`config.mk`:
```
export PLATFORM = sky130hd
export DESIGN_NAME = ps2_receptor_teclado_flat
export DESIGN_NICKNAME = d
export VERILOG_FILES = /design/src/rtl/ps2_receptor_teclado_if.sv /design/src/rtl/ps2_receptor_teclado.sv /design/src/flat_wrapper.sv
export SDC_FILE = /design/constraint.sdc
export NUM_CORES = 1
export LEC_CHECK = 0
export CELL_PAD_IN_SITES_DETAIL_PLACEMENT = 0
export CELL_PAD_IN_SITES_GLOBAL_PLACEMENT = 2
export CORE_ASPECT_RATIO = 0.5
export CORE_MARGIN = 2
export CORE_UTILIZATION = 42
export DETAILED_ROUTE_END_ITERATION = 6
export PLACE_DENSITY_LB_ADDON = 0.1
export SETUP_SLACK_MARGIN = 0.2
export SYNTH_ARGS = -nofsm -noshare
export SYNTH_HDL_FRONTEND = slang
export SYNTH_SLANG_ARGS = --single-unit
```
`constraint.sdc`:
```
create_clock -name clk -period 5.2 [get_ports clk]
set_input_delay 1.04 -clock clk [delete_from_list [all_inputs] [get_ports clk]]
set_output_delay 1.04 -clock clk [all_outputs]
set_load 0.02 [all_outputs]
```
`src/rtl/ps2_receptor_teclado_if.sv`:
```
// ps2_receptor_teclado_if: PS/2 lines in, decoded key code and strobes out
interface ps2_receptor_teclado_if;
  logic       ps2c;
  logic       ps2d;
  logic [7:0] Cambio;
  logic       got_data;
  logic       extendido;
  logic       frame_err;
  modport master (output ps2c, ps2d, input Cambio, got_data, extendido, frame_err);
  modport slave  (input ps2c, ps2d, output Cambio, got_data, extendido, frame_err);
endinterface

```
`src/rtl/ps2_receptor_teclado.sv`:
```
// ps2_receptor_teclado: PS/2 frame receiver that strips E0/F0 prefixes and strobes make codes
module ps2_receptor_teclado #(
  parameter int FILTER_LEN = 8,
  parameter int TIMEOUT    = 20000
) (
  input logic clk,
  input logic rst,
  ps2_receptor_teclado_if.slave bus
);
  localparam int TW = $clog2(TIMEOUT + 1);
  typedef enum logic [1:0] {IDLE, DATA, PARITY, STOP} state_t;
  logic [1:0]            c_sync, d_sync;
  logic [FILTER_LEN-1:0] filt;
  logic                  fclk, fclk_q, fall, din, valid;
  state_t                state;
  logic [2:0]            cnt;
  logic [7:0]            sh, cambio;
  logic                  par, brk, ext, got, extd, err;
  logic [TW-1:0]         tmo;
  always_ff @(posedge clk or posedge rst) begin
    if (rst) begin
      c_sync <= '1;
      d_sync <= '1;
      filt   <= '1;
      fclk   <= 1'b1;
      fclk_q <= 1'b1;
    end else begin
      c_sync <= {c_sync[0], bus.ps2c};
      d_sync <= {d_sync[0], bus.ps2d};
      filt   <= {filt[FILTER_LEN-2:0], c_sync[1]};
      fclk   <= &filt ? 1'b1 : ~|filt ? 1'b0 : fclk;
      fclk_q <= fclk;
    end
  end
  assign fall  = fclk_q & ~fclk;
  assign din   = d_sync[1];
  assign valid = din & (^{sh, par});
  always_ff @(posedge clk or posedge rst) begin
    if (rst) begin
      state  <= IDLE;
      cnt    <= '0;
      sh     <= '0;
      par    <= 1'b0;
      tmo    <= '0;
      brk    <= 1'b0;
      ext    <= 1'b0;
      cambio <= '0;
      extd   <= 1'b0;
      got    <= 1'b0;
      err    <= 1'b0;
    end else begin
      got <= 1'b0;
      err <= 1'b0;
      if (fall) begin
        tmo <= '0;
        case (state)
          IDLE: if (!din) begin
            state <= DATA;
            cnt   <= '0;
          end
          DATA: begin
            sh  <= {din, sh[7:1]};
            cnt <= cnt + 3'd1;
            if (cnt == 3'd7) state <= PARITY;
          end
          PARITY: begin
            par   <= din;
            state <= STOP;
          end
          STOP: begin
            state <= IDLE;
            if (!valid) begin
              err <= 1'b1;
              brk <= 1'b0;
              ext <= 1'b0;
            end else if (sh == 8'hF0) brk <= 1'b1;
            else if (sh == 8'hE0) ext <= 1'b1;
            else if (brk) begin
              brk <= 1'b0;
              ext <= 1'b0;
            end else begin
              cambio <= sh;
              extd   <= ext;
              got    <= 1'b1;
              ext    <= 1'b0;
            end
          end
          default: state <= IDLE;
        endcase
      end else if (state != IDLE) begin
        // a stalled keyboard abandons the partial frame and any pending prefix
        if (tmo == TW'(TIMEOUT - 1)) begin
          state <= IDLE;
          tmo   <= '0;
          err   <= 1'b1;
          brk   <= 1'b0;
          ext   <= 1'b0;
        end else tmo <= tmo + 1'b1;
      end
    end
  end
  assign bus.Cambio    = cambio;
  assign bus.got_data  = got;
  assign bus.extendido = extd;
  assign bus.frame_err = err;
endmodule
```
`src/flat_wrapper.sv`:
```
// flat-port wrapper written by rule: the top's interface ports become plain ports
module ps2_receptor_teclado_flat 
#(
  parameter int FILTER_LEN = 8,
  parameter int TIMEOUT    = 20000
)
  (clk, rst, bus_ps2c, bus_ps2d, bus_Cambio, bus_got_data, bus_extendido, bus_frame_err);
  ps2_receptor_teclado_if bus_i ();
  input logic clk;
  input logic rst;
  input wire logic [$bits(bus_i.ps2c)-1:0] bus_ps2c;
  input wire logic [$bits(bus_i.ps2d)-1:0] bus_ps2d;
  output wire logic [$bits(bus_i.Cambio)-1:0] bus_Cambio;
  output wire logic [$bits(bus_i.got_data)-1:0] bus_got_data;
  output wire logic [$bits(bus_i.extendido)-1:0] bus_extendido;
  output wire logic [$bits(bus_i.frame_err)-1:0] bus_frame_err;
  assign bus_i.ps2c = bus_ps2c;
  assign bus_i.ps2d = bus_ps2d;
  assign bus_Cambio = bus_i.Cambio;
  assign bus_got_data = bus_i.got_data;
  assign bus_extendido = bus_i.extendido;
  assign bus_frame_err = bus_i.frame_err;
  ps2_receptor_teclado #(.FILTER_LEN(FILTER_LEN), .TIMEOUT(TIMEOUT)) u_core (.clk(clk), .rst(rst), .bus(bus_i));
endmodule
```
# Word level (Yosys, flattened, before mapping)
# Cells that the tools add are included.
[totals]
regBits = 56
latchBits = 0
ram_bits = 0
mem_bits_ro = 0
input_bits = 4
out_inout_bits = 11
word_cells = 89
n_memories = 0
[op_classes]
addsub = 2
multipliers = 0
n_div = 0
order_cmp = 0
n_eq_ne = 14
n_shift = 0
n_mux = 36
bitwise_logic = 6
reduce_logical = 15
[op_table]
columns = ["op", "n"]
rows = [
  ["15-bit 2-to-1 mux", 3],
  ["1-bit 2-to-1 mux", 25],
  ["8-bit == test (second input constant)", 2],
  ["15-bit by 1-bit adder with 15-bit output (second input constant)", 1],
  ["15-bit == test (second input constant)", 1],
  ["4-bit AND reduction", 3],
  ["2-bit 2-to-1 mux", 5],
  ["3-bit != test (second input constant)", 3],
  ["9-bit parity", 1],
  ["2-bit one-hot mux with 4 select lines", 1],
  ["8-bit AND reduction", 1],
  ["2-bit nonzero test", 4],
  ["8-bit OR reduction", 1],
  ["3-bit one-hot mux with 2 select lines", 1],
  ["6-bit AND reduction", 1],
  ["2-bit == test (second input constant)", 2],
  ["2-bit != test (second input constant)", 2],
  ["4-bit != test (second input constant)", 1],
  ["1-bit inverter", 4],
  ["2-bit AND reduction", 2],
  ["3-bit by 1-bit adder with 3-bit output (second input constant)", 1],
  ["3-bit == test (second input constant)", 1],
  ["3-bit 2-to-1 mux", 1],
  ["3-bit AND reduction", 1],
  ["4 further kinds", 5],
]

# Longest topological paths before layout
# Gate-level depths: netlist of the first run.
[logic_depth]
word_depth = 6
depth_mapped = 8
mapped_depth_nobuf = 7

# Worst setup path before layout of the first run
# OpenSTA, ideal clock, no wires.
[synth_timing]
kind = "reg-to-reg"
startpoint = "register u_core.sh[4]"
endpoint = "register u_core.cambio[1], in the netlist u_core.bus.Cambio[1]"
setup_ns = 0.125
arrival_time_ns = 1.976
required_ns = 5.075
setup_slack_ns = 3.100
path_stages_with_launch = 7
path_buffers = 0
synth_period_minus_slack_ns = 2.100
path_cell_list = "dfrtp_1 > xnor2_1 > xnor3_1 > and2_4 > a211o_1 > o211ai_4 > mux2_2"
[synth_between]
elab_chain_len = 3
elab_cells_between_ends = 7
classes_between = "eq/ne: 2; bitwise: 3; reduce/logical: 2"
[synth_lines]
columns = ["item", "line", "text"]
rows = [
  ["from (decl)", "ps2_receptor_teclado.sv:17", "logic [7:0] sh, cambio;"],
  ["from (signal assigned)", "ps2_receptor_teclado.sv:62", "sh <= {din, sh[7:1]};"],
  ["9-bit parity, or another cell as far along", "ps2_receptor_teclado.sv:37", "assign valid = din & (^{sh, par});"],
  ["1-bit AND or 1-bit inverter (tied branches)", "--", ""],
  ["6-bit AND reduction (no source line) (*)", "--", ""],
  ["to (signal assigned)", "ps2_receptor_teclado.sv:82", "cambio <= sh;"],
  ["to (decl)", "ps2_receptor_teclado.sv:17", ""],
]
# Every way passes the cells marked *; elsewhere a longest branch is shown, timed or not.
# A chain may end at the register's enable or synchronous reset.

# Final worst setup path of the first run
[layout_timing]
startpoint = "register u_core.fclk_q"
endpoint = "register u_core.extd, in the netlist u_core.bus.extendido"
[layout_between]
elab_chain_len = 2
[layout_lines]
columns = ["item", "line", "text"]
rows = [
  ["from (decl)", "ps2_receptor_teclado.sv:14", "logic fclk, fclk_q, fall, din, valid;"],
  ["from (signal assigned)", "ps2_receptor_teclado.sv:32", "fclk_q <= fclk;"],
  ["1-bit AND", "ps2_receptor_teclado.sv:35", "assign fall = fclk_q & ~fclk;"],
  ["6-bit AND reduction (no source line)", "--", ""],
  ["to (signal assigned)", "ps2_receptor_teclado.sv:83", "extd <= ext;"],
  ["to (decl)", "ps2_receptor_teclado.sv:18", "logic par, brk, ext, got, extd, err;"],
]
# No other way between the ends.

==> flow_metrics.py, run 1 <==
metrics = {
    "sta": {
        "slew_headroom_pct": 44.4,
        "rsz0062_at_grt": "no",
        "setup_viol": 0,
        "final.setup.tns_ps": 0,
        "finalClockSkew_ps": 3.53,
        "min_period_ps": 2620,
        "hold_viol": 0,
        "period_share_pct": 50.4,
        "worst_pin_slew_ps": 813,
        "finalMaxSlewViolations": 0,
        "max_freq_mhz": 381,
    },
    "setup_path": {
        "cp_max_fo": 9,
        "end_kind": "flop",
        "required_ps": 5380,
        "critPathKind": "flop to flop",
        "worstSetupStartpointType": "flop",
        "crit_arrival_ps": 2800,
    },
    "layout": {
        "final_area_sq_um": 2960,
        "nets": 256,
        "diodes": 0,
        "nFillCells": 544,
        "final_util_pct": 49.5,
        "drive_gt1_share_pct": 18.0,
        "syn_to_final_growth_pct": 16.0,
    },
    "power_and_ir_drop": {
        "power_density_nw_per_um2": 336,
        "peakVddDrop_uv": 138,
        "p_leak_nw": 1.30,
    },
    "placement": {
        "port_buffers": 14,
        "dp_hpwl_um": 3160,
        "place.gp.congestion": 0.768,
        "placedInstanceArea_sq_um": 2780,
    },
    "synth": {
        "ys_types": 42,
        "syn_nets": 239,
        "synth_edf_count": 0,
        "synth_top_area_share_pct": 41.1,
        "synth_area_per_cell_sq_um": 11.3,
        "synth_top_area_cell": "dfrtp_1",
        "synth_seq_cells": 56,
        "syn_area_sq_um": 2550,
        "ys_seq_area_share_pct": 55.5,
        "synthCells": 227,
        "ys.flop_type": "dfrtp_1",
        "synthTopCellsByCount": "dfrtp_1 (42), nor2_1 (22), nand2_1 (20), dfstp_2 (14), mux2_2 (13)",
        "synth_area_leaders": "dfrtp_1 (41%), dfstp_2 (14%), mux2_2 (5.7%), ha_1 (3.9%), nor2_1 (3.2%)",
        "async_flop_share_pct": 100,
        "yosysMostFrequentCell": "dfrtp_1",
        "yosys_warnings": 0,
    },
    "route": {
        "postRouteAntennaNets": 0,
        "first_iter_violations": 53,
        "wire_per_inst_um": 14.3,
        "viasPerCell": 5.30,
        "finalWirelength_um": 4590,
        "drcViolationCount": 0,
        "via_count": 1700,
        "dr.pass1.iters": 4,
    },
    "clock_tree": {
        "path_clk_slew_ps": 70,
        "root_buffer": "clkbuf_16",
        "cts.sinks": 56,
        "clk_latency_ps": 290,
        "clock_path_buffers": 2,
        "cts.repair.resized": 0,
        "holdBufCountCts": 0,
        "cts_setup_buffers": 0,
        "numCtsBuffers": 5,
        "ctsHtreeMaxLevel": 2,
        "cts_tree": "yes",
    },
    "floorplanning": {
        "num_rows": 20,
        "start_util_pct": 42.7,
        "io_pins": 15,
        "die_area_sq_um": 6760,
        "die_width_um": 114,
        "chipHeight_um": 59.2,
        "core_sq_um": 5980,
    },
    "global_routing": {
        "grt_overflow": 0,
        "grt_pass1_vias": 1642,
        "grt_pass1_wl_um": 8050,
        "grt_max_degree": 37,
        "gr-usage-all-layers_pct": 15.7,
        "antenna_found_initial": 0,
    },
    "outcome": {
        "status": "completed",
    },
    "run": {
        "maxCapViolCount": 0,
    },
    "hold_path": {
        "hold_class": "flop to flop",
    },
}
## path summary, 6_finish.rpt
path	startpoint	end	slack [ps]	cells after the start
min in group asynchronous	rst	u_core.bus.Cambio[4]	1060	2
min reg2reg	u_core.c_sync[1]	u_core.filt[0]	360	0
min	u_core.c_sync[1]	u_core.filt[0]	360	0
max in group asynchronous	rst	u_core.filt[4]	3310	3
max reg2reg	u_core.fclk_q	u_core.bus.extendido	2580	5
max	u_core.fclk_q	u_core.bus.extendido	2580	5
## state kept, by name, indices dropped and copies added, names as in the netlist, 2 cells and up
name	count
u_core.sh	8
u_core.bus.Cambio	8
u_core.filt	8
u_core.c_sync	2
u_core.tmo	15
u_core.d_sync	2
u_core.state	2
u_core.cnt	3
## report_power, final
group / internal [mW] / switching, mW
Combinational: 0.0353 / 0.0548
Sequential: 0.461 / 0.0221
Clock: 0.273 / 0.150
## critical path, stage by stage, from the launching register on
cell and delay, ps:
dfstp_2 530, nor2b_1 470, nand2_1 180, nor3b_1 710, o211ai_4 260, mux2_4 360
## cell usage in the layout (no fill, tap or decap), types with 4 or more instances in the layout
master	instances
xor2_1	9
o21ai_0	12
mux2_2	13
xnor2_1	8
nand3_1	8
inv_1	10
dfstp_2	14
nand2_1	20
ha_1	8
a21oi_1	9
nor2b_1	4
clkdlybuf4s50_1	14
nor3_1	4
clkbuf_16	5
nor2_1	22
dfrtp_1	42
a31oi_1	4
nand4_1	5
## final cells by class
cell class | instances | area, sq um | area share, %
clock buffer | 5 | 125 | 4.22
inverter | 11 | 41.3 | 1.39
sequential | 56 | 1420 | 47.9
clock inverter | 2 | 60.1 | 2.03
tap | 77 | 96.3 | 3.25
timing repair buffer | 15 | 148 | 4.98
multi-input combinational | 155 | 1070 | 36.2
## layer usage
layer / up-vias / share of wire [%] / global-route usage, %
met2: 35 / 42 / 23.0
met5: - / 0 / 0
met3: 7 / 4.0 / 4.60
met4: 0 / 1.1 / 5.75
li1: 823 / - / -
met1: 835 / 53 / 22.3
## stage by stage
step           worst slack [ps]  total power [mW]  hold WS, ps  cells
5_1_grt                    2330              1.04          362    321
3_3_place_gp               2720             0.578          346    314
3_5_place_dp               2580             0.582          351    314
2_1_floorplan              2810             0.555          345    227
4_1_cts                    2580              1.01          361    321
6_report                   2580             0.997          358    321
## cell families after synthesis
logic type | count (synthesis) | synth area share (%)
and+or+nand+nor | 78 | 15.4
xor gates and xnor gates | 18 | 6.71
muxes | 14 | 6.32
adders and majority gates | 8 | 3.92
buffers and inverters | 16 | 2.45
AOI/OAI and AO/OA | 37 | 9.70
DFF | 56 | 55.5
(Power assumes the default switching activity.)
==> run 2, diff against run 1 <==
--- a/config.mk
+++ b/config.mk
@@ -9,7 +9,7 @@
 export CELL_PAD_IN_SITES_GLOBAL_PLACEMENT = 2
 export CORE_ASPECT_RATIO = 0.5
 export CORE_MARGIN = 2
-export CORE_UTILIZATION = 42
+export CORE_UTILIZATION = 36
 export DETAILED_ROUTE_END_ITERATION = 6
 export PLACE_DENSITY_LB_ADDON = 0.1
 export SETUP_SLACK_MARGIN = 0.2
==> constraint.sdc (replaced) <==
create_clock -name clk -period 2.3 [get_ports clk]
set_input_delay 0.46 -clock clk [delete_from_list [all_inputs] [get_ports clk]]
set_output_delay 0.46 -clock clk [all_outputs]
set_load 0.02 [all_outputs]
==> flow_metrics.py, run 2 (synthesized netlist as in run 1, its figures left out) <==
metrics = {
    "setup_path": {
        "slowest_stage": "xnor3_2",
        "worstSetupStartpointType": "flop",
        "reg2reg_depth": 7,
        "crit_arrival_ps": 2350,
        "crit_buf_inv": 1,
        "reg2reg_to": "u_core.bus.Cambio[4]",
        "crit_path_cell_trace": "xnor2_1 -> xnor3_2 -> and2_4 -> a211o_1 -> o211ai_4 -> buf_12 -> mux2_4",
        "critPathKind": "flop to flop",
        "required_ps": 2480,
        "cp_max_fo": 8,
        "end_kind": "flop",
        "crit_family": "XOR/XNOR gates",
        "reg2reg_setup_slack_ps": 120,
        "r2r_start": "u_core.sh[4]",
        "critical-path-max-stage-delay_ps": 480,
    },
    "layout": {
        "fin_cells": 353,
        "largest_reg_flops": 15,
        "syn_to_final_growth_pct": 24.8,
        "drive_gt1_share_pct": 25.7,
        "nFillCells": 655,
        "nets": 272,
        "final_common_cell": "dfrtp_1",
        "largest_register": "u_core.tmo",
        "diodes": 0,
        "layout_common_cells": "dfrtp_1 (42), nor2_1 (21), nand2_1 (19)",
        "final_util_pct": 47.0,
    },
    "route": {
        "via_count": 1730,
        "drcViolationCount": 0,
        "first_iter_violations": 44,
        "dr.pass1.iters": 4,
        "viasPerCell": 4.90,
        "postRouteAntennaNets": 0,
        "wire_per_inst_um": 14.1,
        "finalWirelength_um": 4970,
    },
    "power_and_ir_drop": {
        "power_density_nw_per_um2": 677,
        "p_leak_nw": 1.43,
        "peakVddDrop_uv": 300,
    },
    "global_routing": {
        "grt_pass1_wl_um": 8910,
        "gr-usage-all-layers_pct": 14.8,
        "grt_pass1_vias": 1775,
        "grt_overflow": 0,
        "antenna_found_initial": 0,
        "grt_max_degree": 22,
    },
    "sta": {
        "max_freq_mhz": 459,
        "setup_viol": 0,
        "finalMaxSlewViolations": 0,
        "hold_viol": 0,
        "whs_ps": 353,
        "worst_slack_ps": 121,
        "finalClockSkew_ps": 3.87,
        "rsz0062_at_grt": "yes",
        "min_period_ps": 2180,
        "slew_headroom_pct": 67.9,
        "period_share_pct": 94.7,
        "worst_pin_slew_ps": 481,
        "final.setup.tns_ps": 0,
    },
    "placement": {
        "port_buffers": 14,
        "dpl_worst_slack_ps": 75.8,
        "place.gp.congestion": 0.720,
        "placedCellCount": 343,
        "dp_hpwl_um": 3490,
    },
    "clock_tree": {
        "root_buffer": "clkbuf_16",
        "cts_tree": "yes",
        "cts.sinks": 56,
        "clk_latency_ps": 290,
        "ctsHtreeMaxLevel": 2,
        "path_clk_slew_ps": 70,
        "numCtsBuffers": 5,
        "clock_path_buffers": 2,
    },
    "floorplanning": {
        "start_util_pct": 37.7,
        "num_rows": 21,
        "die_area_sq_um": 7830,
        "io_pins": 15,
        "chipHeight_um": 63.6,
        "die_width_um": 123,
        "core_sq_um": 6780,
    },
    "run": {
        "maxCapViolCount": 0,
    },
    "hold_path": {
        "min_from": "u_core.c_sync[1]",
        "min_to": "u_core.filt[0]",
        "hold_class": "flop to flop",
        "hold_depth": 0,
    },
    "outcome": {
        "status": "completed",
    },
}
run 2: cell count changes in the layout (fill, tap and decap cells not counted), sizes merged:
cell / previous run / this run
buf: 1 / 17
clkbuf: 5 / 6
bufinv: 2 / 1
clkinv: 0 / 1
run 2: how the worst max path moves through the flow:
stage                     slack [ps]  cells past startpoint              endpoint          from
after global placement           130                      6  u_core.bus.Cambio[1]  u_core.sh[2]
after global routing              90                      7  u_core.bus.Cambio[2]  u_core.sh[4]
after detailed placement          80                      6  u_core.bus.Cambio[3]  u_core.sh[2]
after floorplan                  200                      6  u_core.bus.Cambio[1]  u_core.sh[4]
final                            120                      7  u_core.bus.Cambio[4]  u_core.sh[4]
after CTS                        160                      7  u_core.bus.Cambio[3]  u_core.sh[4]
run 2: timing repair:
| item | CTS | global route |
|---|---|---|
| buffers inserted | 2 | 0 |
| gates resized for setup | 8 | 10 |
| hold buffers | 0 | 0 |
| endpoints found under the hold margin | 0 | 0 |
| pin swaps | 3 | 1 |
| endpoints found under the setup margin | 21 | 15 |
run 2: area by class of cell:
class	instances	area, sq um	share of cell area [%]
Clock buffer	6	129	4.04
Clock inverter	2	35.0	1.10
Inverter	11	41.3	1.30
Multi-Input combinational cell	155	1140	35.9
Sequential cell	56	1420	44.5
Tap cell	92	115	3.61
Timing Repair Buffer	31	305	9.58
run 2: where the power goes:
part / switching (mW) / total (mW) / internal, mW / leakage [nW]
clock: 0.329 / 0.842 / 0.512 / 0.0808
combinational: 0.128 / 0.225 / 0.0978 / 0.616
sequential: 0.0497 / 1.09 / 1.04 / 0.731
run 2: layer usage:
metal,GRT usage [%],share of wire [%],vias to the layer above
met2,21.9,44,14
met5,0,0,-
met3,4.35,3.0,5
met1,20.9,52,855
li1,-,-,856
met4,4.26,1.1,0
run 2: worst register-to-register path: stages (launching register included):
cell and delay (ps):
dfrtp_1 390, xnor2_1 170, xnor3_2 480, and2_4 200, a211o_1 270, o211ai_4 90, buf_12 160, mux2_4 300
run 2: per-stage QoR:
stage	instance area (sq um)	power (mW)
6_report	3190	2.16
5_1_grt	3190	2.28
4_1_cts	3150	2.19
3_5_place_dp	2930	1.33
3_3_place_gp	2930	1.32
2_1_floorplan	2550	1.25
